## config.mk

```make
export PLATFORM = sky130hd
export DESIGN_NAME = wb_arbiter
export DESIGN_NICKNAME = d
export VERILOG_FILES = /design/src/rtl/wb_arbiter.sv
export SDC_FILE = /design/constraint.sdc
export NUM_CORES = 1
export LEC_CHECK = 0
export CAP_MARGIN = 20
export CORE_ASPECT_RATIO = 0.9
export CORE_MARGIN = 4
export CORE_UTILIZATION = 43
export CTS_CLUSTER_SIZE = 12
export DETAILED_ROUTE_END_ITERATION = 7
export PLACE_DENSITY_LB_ADDON = 0.12
export SLEW_MARGIN = 20
export SYNTH_ARGS = -nofsm -noshare
export SYNTH_HDL_FRONTEND = slang
export SYNTH_SLANG_ARGS = --single-unit
```

## constraint.sdc

```tcl
create_clock -name clk -period 6.6 [get_ports clk]
set_clock_uncertainty 0.1 [all_clocks]
set_input_delay 1.65 -clock clk [delete_from_list [all_inputs] [get_ports clk]]
set_output_delay 1.65 -clock clk [all_outputs]
set_load 0.03 [all_outputs]
```

## src/rtl/wb_arbiter.sv

```systemverilog
// ---------------------------------------------------------------------------
// wb_arbiter
// Merges two writeback sources (source 0 = ALU, source 1 = load/store unit)
// onto one register-file write port. At most one write is issued per cycle.
//
// Optional feature macro: WB_ARB_RR_EN
//   defined   -> contended cycles are granted round-robin. last_grant records
//                the winner of the previous contended cycle, and the other
//                source wins next.
//   undefined -> source 0 always wins contended cycles, and no last_grant
//                state exists.
//
// Ports
//   clk                    : clock; all state changes on the rising edge
//   rst                    : asynchronous, active-high reset
//   s0_valid/s1_valid      : writeback request from source 0 / 1
//   s0_ready/s1_ready      : request accepted this cycle (combinational)
//   s0_rd_address/s1_...   : destination register (5 bits); x0 means drop
//   s0_rd_value/s1_...     : write data (32 bits)
//   wb_rd_address          : register-file write address; 0 means no write
//   wb_rd_value            : register-file write data; held when idle
//   conflict_count         : saturating count of contended cycles
//
// Handshake: a source holds valid/address/value stable until it sees ready=1
// in the same cycle as its valid. The transfer happens at the rising edge
// that ends that cycle. ready never depends on the wb_* outputs.
// ---------------------------------------------------------------------------
module wb_arbiter (
  input  logic        clk,
  input  logic        rst,
  input  logic        s0_valid,
  output logic        s0_ready,
  input  logic [4:0]  s0_rd_address,
  input  logic [31:0] s0_rd_value,
  input  logic        s1_valid,
  output logic        s1_ready,
  input  logic [4:0]  s1_rd_address,
  input  logic [31:0] s1_rd_value,
  output logic [4:0]  wb_rd_address,
  output logic [31:0] wb_rd_value,
  output logic [15:0] conflict_count
);

  logic        eff0, eff1, contended;
  logic        grant0, grant1;
  logic [4:0]  wb_rd_address_q, wb_rd_address_d;
  logic [31:0] wb_rd_value_q, wb_rd_value_d;
  logic [15:0] conflict_count_q, conflict_count_d;

  // A request to x0 is accepted immediately, but it never competes for the port.
  assign eff0      = s0_valid && (s0_rd_address != 5'd0);
  assign eff1      = s1_valid && (s1_rd_address != 5'd0);
  assign contended = eff0 && eff1;

`ifdef WB_ARB_RR_EN
  // last_grant_q: 0 = source 0 won the last contended cycle, 1 = source 1.
  // The reset value is 1, so source 0 wins the first contention.
  logic last_grant_q, last_grant_d;

  always_comb begin
    grant0       = eff0 && (!eff1 || last_grant_q);
    grant1       = eff1 && (!eff0 || !last_grant_q);
    last_grant_d = last_grant_q;
    if (contended) last_grant_d = grant1;
  end

  always_ff @(posedge clk or posedge rst) begin
    if (rst) last_grant_q <= 1'b1;
    else     last_grant_q <= last_grant_d;
  end
`else
  always_comb begin
    grant0 = eff0;
    grant1 = eff1 && !eff0;
  end
`endif

  // Both readies are gated by rst, so nothing is accepted while reset is held.
  assign s0_ready = !rst && s0_valid && ((s0_rd_address == 5'd0) || grant0);
  assign s1_ready = !rst && s1_valid && ((s1_rd_address == 5'd0) || grant1);

  always_comb begin
    wb_rd_address_d  = 5'd0;
    wb_rd_value_d    = wb_rd_value_q;
    conflict_count_d = conflict_count_q;
    if (grant0) begin
      wb_rd_address_d = s0_rd_address;
      wb_rd_value_d   = s0_rd_value;
    end else if (grant1) begin
      wb_rd_address_d = s1_rd_address;
      wb_rd_value_d   = s1_rd_value;
    end
    if (contended && (conflict_count_q != 16'hFFFF))
      conflict_count_d = conflict_count_q + 16'd1;
  end

  always_ff @(posedge clk or posedge rst) begin
    if (rst) begin
      wb_rd_address_q  <= 5'd0;
      wb_rd_value_q    <= 32'd0;
      conflict_count_q <= 16'd0;
    end else begin
      wb_rd_address_q  <= wb_rd_address_d;
      wb_rd_value_q    <= wb_rd_value_d;
      conflict_count_q <= conflict_count_d;
    end
  end

  assign wb_rd_address  = wb_rd_address_q;
  assign wb_rd_value    = wb_rd_value_q;
  assign conflict_count = conflict_count_q;

endmodule

```

==> flow_summary.yaml <==
setup_path:
  crit_path_end_kind: "output port"
  cp_max_fo: 2
  crit_start: "s0_rd_address[1]"
  crit_path_start_kind: "input port"
  path_class: "in -> out"
  required_ns: 4.85
  r2r-start: "conflict_count[0]"
  crit_arrival_ns: 3.62
clocking:
  clk_latency_ns: 0.30
  cts_tree: "yes"
  cts-root-buf: "clkbuf_8"
  cts_hold_buffers: 0
  numCtsBuffers: 5
  post_cts_buffers: 0
  cts_buffer_depth: 2
  cts_sinks: 53
  clkTransAtPathRegs_ns: 0.09
  cts-resized-gates: 0
  htree_num_levels: 2
global_routing:
  overflow: 0
  grt_pass1_vias: 2206
  grt_antenna_before_repair: 0
  grt_pass1_wl_mm: 10.5
  grt_use_total_pct: 18.4
  grt_max_degree: 85
power_and_ir_drop:
  ir_drop_v: 0.000194
  power.leakage_nw: 1.72
  power_density_mw_per_mm2: 230
die:
  dieWidth_um: 89.5
  num_rows: 26
  num_io_pins: 133
  die_y_um: 81.3
  die-area_mm2: 0.00728
  coreArea_mm2: 0.00573
  start_util_pct: 44.9
timing:
  grt_setup_unrepaired: "false"
  hold_violations: 0
  finalCritPeriodShare_pct: 81.4
  max_freq_mhz: 186
  finalCriticalPeriod_ns: 5.37
  fin_tns_setup_ns: 0
  setup_viol: 0
  worstMarginPinSlew_ns: 0.784
  slew_headroom_pct: 47.7
  slew_viol_final: 0
routing:
  via_per_inst: 5.20
  ant_nets: 0
  maxUsedRoutingLayer: "met4"
  remaining_drc_errors: 0
  via_count: 2290
  finalWirelength_mm: 6.72
  wl_per_cell_um: 15.3
  detailedRoute.firstPassIterationCount: 4
  wl_met2_mm: 3.21
  drt_iter0_markers: 98
  wl_met3_um: 668
  met1Wirelength_mm: 2.79
logic_synthesis:
  synth_top_cells_by_area: "dfrtp_1 52%, mux2i_1 12%, a21oi_1 6.2%"
  syn_area_mm2: 0.00257
  syn-instance-count: 242
  yosys.area.top_type: "dfrtp_1"
  synthDistinctLibCells: 29
  synth_fp_nets: 321
  ys_top_cells_by_count: "53 x dfrtp_1, 35 x nor2_1, 32 x a21oi_1, 32 x mux2i_1"
  synth_top_area_share_pct: 51.6
  synth_area_per_cell_um2: 10.6
  ys_ff_latch: 53
  async_flop_share_pct: 100
  synth_most_common_cell: "dfrtp_1"
  synth_edf_count: 0
  yosys_most_used_dff: "dfrtp_1"
  synth-seq-area-share_pct: 51.6
  ys_warn_count: 0
hold_path:
  min-delay-start: "conflict_count[7]"
  hp-class: "reg -> reg"
placement:
  numPortBuffers: 132
  place_congestion: 0.764
  dp.final_hpwl_mm: 4.82
finish:
  syn2layout_area_growth_pct: 55.4
  fin_nets: 448
  fin_util_pct: 69.8
  nFillCells: 464
  drive_gt1_share_pct: 4.32
  antennaDiodeCount: 0
outcome:
  outcome: "complete, no violations"
job:
  drv_cap: 0
[path summary, 6_finish.rpt]
check | slack [ns] | to | depth (start not counted)
worst max-delay path | 1.23 | s1_ready | 5
worst min-delay path | 0.43 | conflict_count[7] | 1
worst max register to register | 4.68 | conflict_count[1] | 6
worst min register to register | 0.43 | conflict_count[7] | 1
max in group asynchronous | 4.15 | conflict_count[8] | 3
min in group asynchronous | 1.80 | wb_rd_address[4] | 3
[worst max-delay path, cell delays in order]
cell and delay [ns]:
clkdlybuf4s50_1 0.42, or4_1 0.57, o21ai_4 0.15, o211a_1 0.16, clkdlybuf4s50_1 0.67
[registers in the layout (all words and copies together), names as in the netlist]
name,count
conflict_count,16
wb_rd_address,5
wb_rd_value,32
[per-stage QoR]
stage	instance area [µm²]	setup slack (ns)	total power, mW	hold slack [ns]	std cells
finish	3990	1.23	0.920	0.430	440
global route	3990	1.16	0.975	0.464	440
CTS	3990	1.21	0.933	0.424	440
detailed placement	3910	1.22	0.749	0.413	432
global placement	3910	1.23	0.744	0.404	432
floorplan	2570	1.62	0.587	0.575	242
[report_power, final]
part / internal, mW / total, mW / switching, mW
clock: 0.0735 / 0.181 / 0.107
sequential: 0.369 / 0.412 / 0.0435
combinational: 0.155 / 0.327 / 0.172
[layer usage]
layer | up-vias | track usage, %
li1 | 1121 | -
met1 | 1080 | 23.6
met2 | 85 | 30.4
met3 | 4 | 5.78
met4 | 0 | 4.17
met5 | - | 0
[cell families (layout without fill, tap and decap cells)]
family | count (synthesis) | after routing | synth area share (%)
xor+xnor | 13 | 13 | 4.43
fa+ha+maj | 1 | 1 | 0.487
mux | 35 | 35 | 13.8
buf+inv | 17 | 145 | 4.67
flops | 53 | 53 | 51.6
simple gates | 85 | 85 | 16.7
compound gates | 38 | 38 | 8.37
[layout make-up]
cell class,instances,area [µm²],share of cell area [%]
sequential,53,1330,33.2
clock buffer,5,68.8,1.72
tap,70,87.6,2.19
clock inverter,3,17.5,0.439
timing repair buffer,136,1350,33.8
inverter,1,3.75,0.0940
multi-input combinational,172,1140,28.5
[cells in the final DEF (no fill, tap or decap), types with 3 or more instances in the layout]
cell type	Yosys	final
a21oi_1	32	32
and4_1	3	3
buf_4	1	4
clkbuf_8	0	5
clkdlybuf4s50_1	0	132
dfrtp_1	53	53
mux2_1	3	3
mux2i_1	32	32
nand2_1	9	9
nand3_1	9	9
nand4_1	6	6
nor2_1	35	35
nor4_1	13	13
xor2_1	13	13
Power figures use the tool's default switching activity.
